--- src/rtl/button_debounce.sv ---
// button_debounce: cleans up the raw lock-panel push-button for the hold-to-reset stage.
// The pin is optionally inverted (ACTIVE_LOW), passed through a two-flop synchroniser,
// and qualified by a four-state FSM. A new level is accepted only after the synchronised
// input has stayed put for DEBOUNCE_MS cycles. One cycle is 1 ms on the 1 kHz tick clock.
// A one-cycle btn_press pulse accompanies every accepted press.
// Optional macro BTN_RELEASE_PULSE_EN adds the btn_release port. It pulses for one cycle
// on the same edge that btn_level falls.
// DEBOUNCE_MS is meaningful in the range 1..1000.

module button_debounce #(
    parameter int DEBOUNCE_MS = 20,
    parameter int ACTIVE_LOW  = 0
) (
    input  logic clk,
    input  logic reset,
    input  logic btn_raw,
    output logic btn_level,
    output logic btn_press
`ifdef BTN_RELEASE_PULSE_EN
    ,
    output logic btn_release
`endif
);

    localparam int CNT_W = $clog2(DEBOUNCE_MS + 1);
    localparam logic [CNT_W-1:0] CNT_MAX = CNT_W'(DEBOUNCE_MS);
    localparam logic [CNT_W-1:0] CNT_ONE = CNT_W'(1);
    localparam logic INVERT = (ACTIVE_LOW != 0);

    typedef enum logic [1:0] {
        IDLE,
        PRESS_WAIT,
        PRESSED,
        RELEASE_WAIT
    } state_t;

    state_t           state;
    logic [CNT_W-1:0] cnt;
    logic             btn_i;
    logic             sync_q1;
    logic             sync_q2;

    // Normalise polarity first, so that everything downstream reads 1 as pressed.
    assign btn_i = btn_raw ^ INVERT;

    // Two-flop synchroniser for the asynchronous pin. Both flops clear to the not-pressed value.
    always_ff @(posedge clk) begin
        if (reset) begin
            sync_q1 <= 1'b0;
            sync_q2 <= 1'b0;
        end else begin
            sync_q1 <= btn_i;
            sync_q2 <= sync_q1;
        end
    end

    // Qualification FSM. It sets the registered level and produces single-cycle pulses
    // that drop on the following edge.
    always_ff @(posedge clk) begin
        if (reset) begin
            state     <= IDLE;
            cnt       <= '0;
            btn_level <= 1'b0;
            btn_press <= 1'b0;
`ifdef BTN_RELEASE_PULSE_EN
            btn_release <= 1'b0;
`endif
        end else begin
            btn_press <= 1'b0;
`ifdef BTN_RELEASE_PULSE_EN
            btn_release <= 1'b0;
`endif
            case (state)
                IDLE: begin
                    if (sync_q2) begin
                        state <= PRESS_WAIT;
                        cnt   <= CNT_ONE;
                    end else begin
                        cnt <= '0;
                    end
                end
                PRESS_WAIT: begin
                    if (!sync_q2) begin
                        state <= IDLE;
                        cnt   <= '0;
                    end else if (cnt == CNT_MAX) begin
                        state     <= PRESSED;
                        btn_level <= 1'b1;
                        btn_press <= 1'b1;
                    end else begin
                        cnt <= cnt + CNT_ONE;
                    end
                end
                PRESSED: begin
                    if (!sync_q2) begin
                        state <= RELEASE_WAIT;
                        cnt   <= CNT_ONE;
                    end
                end
                RELEASE_WAIT: begin
                    if (sync_q2) begin
                        state <= PRESSED;
                        cnt   <= '0;
                    end else if (cnt == CNT_MAX) begin
                        state     <= IDLE;
                        btn_level <= 1'b0;
`ifdef BTN_RELEASE_PULSE_EN
                        btn_release <= 1'b1;
`endif
                    end else begin
                        cnt <= cnt + CNT_ONE;
                    end
                end
                default: begin
                    state <= IDLE;
                    cnt   <= '0;
                end
            endcase
        end
    end

endmodule

--- config.mk ---
export PLATFORM = sky130hd
export DESIGN_NAME = button_debounce
export DESIGN_NICKNAME = d
export VERILOG_FILES = /design/src/rtl/button_debounce.sv
export SDC_FILE = /design/constraint.sdc
export NUM_CORES = 1
export LEC_CHECK = 0
export ABC_AREA = 1
export BUFFER_PORTS_ARGS = -buffer_cell sky130_fd_sc_hd__buf_2
export CORE_AREA = 2 2 39 41
export DETAILED_ROUTE_END_ITERATION = 10
export DIE_AREA = 0 0 41 43
export GPL_ROUTABILITY_DRIVEN = 0
export PLACE_DENSITY_LB_ADDON = 0.25
export SETUP_SLACK_MARGIN = 0.4
export SLEW_MARGIN = 20
export SYNTH_ARGS = -nofsm -noshare
export SYNTH_HDL_FRONTEND = slang
export SYNTH_SLANG_ARGS = --single-unit
--- constraint.sdc ---
create_clock -name clk -period 3.11 [get_ports clk]
set_input_delay 0.311 -clock clk [delete_from_list [all_inputs] [get_ports clk]]
set_output_delay 0.311 -clock clk [all_outputs]
set_load 0.01 [all_outputs]
==> results of run 1 <==
==> per-stage QoR <==
| step | utilization (%) | power [mW] | instance area (um^2) |
|---|---|---|---|
| 6_report | 44.7 | 0.261 | 618 |
| 5_1_grt | 44.7 | 0.278 | 618 |
| 4_1_cts | 44.7 | 0.266 | 618 |
| 3_5_place_dp | 42.8 | 0.169 | 592 |
| 3_3_place_gp | 42.8 | 0.168 | 592 |
| 2_1_floorplan | - | 0.164 | 559 |
==> routing by layer <==
metal,track usage (%),vias to the layer above
met5,0,-
met4,14.0,0
met3,4.71,5
met2,19.4,8
met1,21.4,209
li1,-,264
==> tightest hold or removal path, cell delays in order <==
cell and delay [ns]:
buf_2 0.09, inv_1 0.04, nor2_1 0.03
==> power by group through the flow <==
stage / clock network (mW) / registers (mW) / logic (mW)
finish: 0.0957 / 0.148 / 0.0177
global route: 0.109 / 0.149 / 0.0209
floorplan: 0 / 0.150 / 0.0134
CTS: 0.0998 / 0.148 / 0.0179
global placement: 0 / 0.151 / 0.0173
detailed placement: 0 / 0.151 / 0.0178
==> cells in the mapped netlist <==
library cell | n | area, um^2
nor2_4 | 2 | 22.5
inv_1 | 11 | 41.3
inv_2 | 1 | 3.75
dfxtp_1 | 11 | 220
ha_1 | 2 | 25.0
nand4_1 | 3 | 18.8
o21bai_1 | 1 | 7.51
o21ai_1 | 2 | 10.0
nand2_1 | 21 | 78.8
a21oi_1 | 5 | 25.0
or2_1 | 1 | 6.26
nand2_2 | 3 | 18.8
buf_4 | 1 | 7.51
xor2_1 | 1 | 8.76
nor2_1 | 9 | 33.8
nand3_1 | 5 | 25.0
nor2_2 | 1 | 6.26
==> cell type report <==
type                            count  area [um^2]
Clock buffer                        4         26.3
Fill cell                         148          766
Inverter                           12         45.0
Multi-Input combinational cell     56          287
Sequential cell                    11          220
Tap cell                           16         20.0
Timing Repair Buffer                4         20.0
==> state kept, by name, indices dropped and copies added, names as in the netlist, named ones only <==
signal,count
sync_q1,1
sync_q2,1
state,1
btn_level,1
cnt,5
btn_press,1
==> kinds of logic (layout without fill, tap and decap cells) <==
family | after synthesis | count (layout) | synth area share [%]
XOR/XNOR | 1 | 1 | 1.57
flip-flops | 11 | 11 | 39.4
adder cells (fa/ha/maj) | 2 | 2 | 4.47
buffers and inverters | 13 | 20 | 9.40
AND/OR/NAND/NOR | 45 | 45 | 37.6
AO/OA/AOI/OAI | 8 | 8 | 7.61
==> how the worst max path moves through the flow <==
stage | from | end
final | cnt[0] | cnt[0]
after global routing | cnt[0] | cnt[0]
after CTS | cnt[0] | cnt[0]
after detailed placement | cnt[0] | cnt[0]
after global placement | cnt[0] | flip-flop
after floorplan | cnt[0] | flip-flop
==> reports/summary.txt, run 1 <==
sequential share of power: 56.6%
Yosys cell types: 17
status: finished, final reports clean
initial antenna violation count: 0
Post-Synthesis Cells: 80
Post-Place Cells: 99
Total GRT Usage: 15.9%
post-cts resize count: 0
non-filler instance count after layout: 103
Worst Path Required: 3.27 ns
Post-CTS Hold Fix Bufs: 0
Initial Util: 40.4%
Die Height: 43 um
Max FO, Critical Path: 6
reg2reg end: cnt[0]
worst slack at placement: 1.82 ns
DRT antenna net count: 0
hold path cells: 3
Setup CP Type: reg -> reg
DP HPWL: 732 um
critical path's largest stage delay: 0.42 ns
CTS root buf: clkbuf_4
Buf+Inv Stages, Crit Path: 2
Logic pwr share: 6.8%
TritonCTS clock tree: built
I/O Pins: 5
commonest non-fill, non-tap cell in the layout: nand2_1
Via density: 4.72
met2 WL post-DR: 455 um
Max Cap Viol: 0
RSZ-0062 raised after global routing: no
largest net degree at the start of global routing: 9
Syn Nets: 85
Worst-Skew Late Latency: 0.27 ns
Min Clock Period, post-route: 1.31 ns
Slowest-stage cell, CP: dfxtp_1
first-pass GRT wire length: 1760 um
Hold Startpoint: btn_raw
# H-tree levels: 1
sw frac: 23.1%
synthesis-to-finish area growth: 10.5%
drt first pass iters: 4
Final Net Count: 93
Reg-to-Reg Start: cnt[0]
reg2reg setup slack: 1.80 ns
std cell rows: 14
Port Buf Inserts: 4
most used cell, CP: nand2_1
final worst slack: 1.80 ns
internal power: 201 uW
Seq/Total Area, Yosys: 39.4%
CP endpoint kind: flip-flop
Max Used Layer: met4
Critical Path AT: 1.48 ns
clock power share: 36.6%
power per cell area: 422 nW/um^2
hold endpoint: sync_q1
GRT overflow: 0
Top delay family on crit path: simple AND/OR/NAND/NOR gates
Ys Warns: 0
Fin Hold WS: 0.244 ns
worst min path class: in -> reg
CTS sink cnt: 11
vias: 486
WP depth: 10
Mapped Avg Cell Area: 6.99 um^2
setup_tns: 0 ns
R2R cell count: 10
vias in the first global route: 419
final setup fails: 0
Leak: 0.269 nW
Setup Fix Bufs, Post-CTS: 0
final worst-path cycle share: 42.2%
WL met1: 457 um
Post-Syn Area: 559 um^2
fin. max-slew vios: 0
most frequent cells in the layout: nand2_1, inv_1, dfxtp_1
Die W: 41 um
diode count: 0
fmax: 761 MHz
crit path launch type: flip-flop
slew margin rel.: 81.2%
cells along the critical path: inv_1 > ha_1 > nand2_1 > inv_1 > nand2_2 > nand2_1 > nand2_1 > nand2_1 > nand2_1 > nor2_1
Sw Pwr: 60.3 uW
Post-Route WL: 983 um
share of cells above drive strength 1: 16.1%
die area: 1760 um^2
cts bufs inserted: 3
Remaining DRCs: 0
Setup Skew: 0.000823 ns
clk buf depth: 2
Final Hold Viols: 0
Clock transition at path regs: 0.06 ns
WL/cell: 9.54 um
worst vdd rail ir drop: 0.000257 V
worst-margin pin slew: 0.281 ns
metal3 WL: 25 um
drt first-iter violations: 13
FF+latch count, synth: 11
Core Area: 1380 um^2
Power figures use the tool's default switching activity.
==> run 2, diff against run 1 <==
Clock period 3.11 ns to 1.1 ns, I/O delays scaled along.
==> run 2 against run 1 <==
Register-to-register slack got worse by 1.8 ns; non-clock buffer count rose by 11; clock power rose to 2.9 times the previous value; worst setup slack worse by 1.8 ns; critical path depth is 3 lower; first-iteration DRC count fell by 7.7%; cell area is 29% higher; sequential power rose to 2.8 times the previous value; clock skew hardly changed; routed wire length rose by 23%; global-route usage increased by 0.61 points; critical path type unchanged; critical endpoint unchanged; highest routed layer unchanged.
==> reports/summary.txt, run 2 (synthesis results as in run 1) <==
status: finished, final reports clean
WL/cell: 10.6 um
CTS sink cnt: 11
Pwr Total: 774 uW
TritonCTS clock tree: built
Max FO, Critical Path: 4
worst-margin pin slew: 0.211 ns
final worst slack: 0.00925 ns
CP endpoint kind: flip-flop
max FFs per register: 5
RSZ-0062 raised after global routing: yes
hold path cells: 3
Worst-Skew Late Latency: 0.27 ns
Core Area: 1380 um^2
Remaining DRCs: 0
DRT antenna net count: 0
clk buf depth: 2
I/O Pins: 5
reg2reg setup slack: 0.009 ns
worst vdd rail ir drop: 0.000635 V
hold endpoint: sync_q1
cts bufs inserted: 3
synthesis-to-finish area growth: 42.5%
Total GRT Usage: 16.5%
Worst Path Required: 1.27 ns
Reg-to-Reg Start: cnt[0]
die area: 1760 um^2
Post-Place Cells: 106
commonest non-fill, non-tap cell in the layout: nand2_1
multi-input logic area: 355 um^2
Clock transition at path regs: 0.07 ns
non-filler instance count after layout: 114
Hold Startpoint: btn_raw
Via density: 4.74
Post-CTS Hold Fix Bufs: 0
largest net degree at the start of global routing: 8
Die Height: 43 um
Setup CP Type: reg -> reg
final setup fails: 0
Max Cap Viol: 0
CTS root buf: clkbuf_4
slew margin rel.: 85.9%
GRT overflow: 0
power per cell area: 972 nW/um^2
std cell rows: 14
DP HPWL: 780 um
vias: 540
crit path launch type: flip-flop
drt first pass iters: 4
Critical Path AT: 1.26 ns
Leak: 0.367 nW
share of cells above drive strength 1: 45.9%
R2R cell count: 7
Initial Util: 40.4%
Final Util: 57.6%
fmax: 917 MHz
worst slack at placement: -0.00806 ns
fin. max-slew vios: 0
# H-tree levels: 1
initial antenna violation count: 0
Setup Skew: 0.000881 ns
Final Hold Viols: 0
reg2reg end: cnt[0]
Min Clock Period, post-route: 1.09 ns
Die W: 41 um
drt first-iter violations: 12
Final Net Count: 104
Port Buf Inserts: 4
Post-Route WL: 1210 um
final worst-path cycle share: 99.2%
most frequent cells in the layout: nand2_1, buf_4, inv_1
diode count: 0
worst min path class: in -> reg
Fill cells: 126
first-pass GRT wire length: 1940 um
Seq. cell area: 238 um^2
Fin Hold WS: 0.0363 ns
most flop-heavy register: cnt
vias in the first global route: 459
run 2: per-layer routing:
metal  share of wire [%]  GRT usage, %
met1                  47          24.3
met2                  49          22.2
met3                 2.2          3.14
met4                 2.1          8.00
met5                   0             0
run 2: what timing repair did:
action	4_1_cts	5_1_grt
pin swaps	6	4
setup endpoints to repair	11	11
setup buffers	4	0
gates resized for setup	12	6
run 2: where the power goes:
part	leakage, nW	total, mW	switching (mW)	internal (mW)
sequential	0.0933	0.419	0.0156	0.404
clock	0.0150	0.281	0.140	0.141
combinational	0.258	0.0744	0.0397	0.0347
run 2: layout make-up:
| class | instances | area share (%) |
|---|---|---|
| repair buffers | 15 | 14.1 |
| flip-flops and latches | 11 | 29.8 |
| well taps | 16 | 2.51 |
| clock buffers | 4 | 3.30 |
| inverters | 12 | 5.65 |
| multi-input cells | 56 | 44.6 |
run 2: how the worst max path moves through the flow:
stage,startpoint,to,cells after the start
5_1_grt,cnt[1],cnt[0],10
4_1_cts,cnt[0],cnt[0],7
3_3_place_gp,cnt[0],cnt[0],10
6_report,cnt[0],cnt[0],7
2_1_floorplan,cnt[0],cnt[0],10
3_5_place_dp,cnt[0],cnt[0],10
run 2: per-stage QoR:
stage / setup TNS [ns] / area, um^2
6_report: 0 / 797
2_1_floorplan: 0 / 594
3_3_place_gp: -0.000407 / 679
3_5_place_dp: -0.0102 / 679
5_1_grt: -0.0961 / 797
4_1_cts: 0 / 774
run 2: critical path, cell delays in order, from the launching register on:
cell and delay (ns):
dfxtp_4 0.36, inv_2 0.06, ha_4 0.13, nand2_4 0.04, nor2_2 0.12, nand2_1 0.09, a21oi_1 0.13, nor2_1 0.05
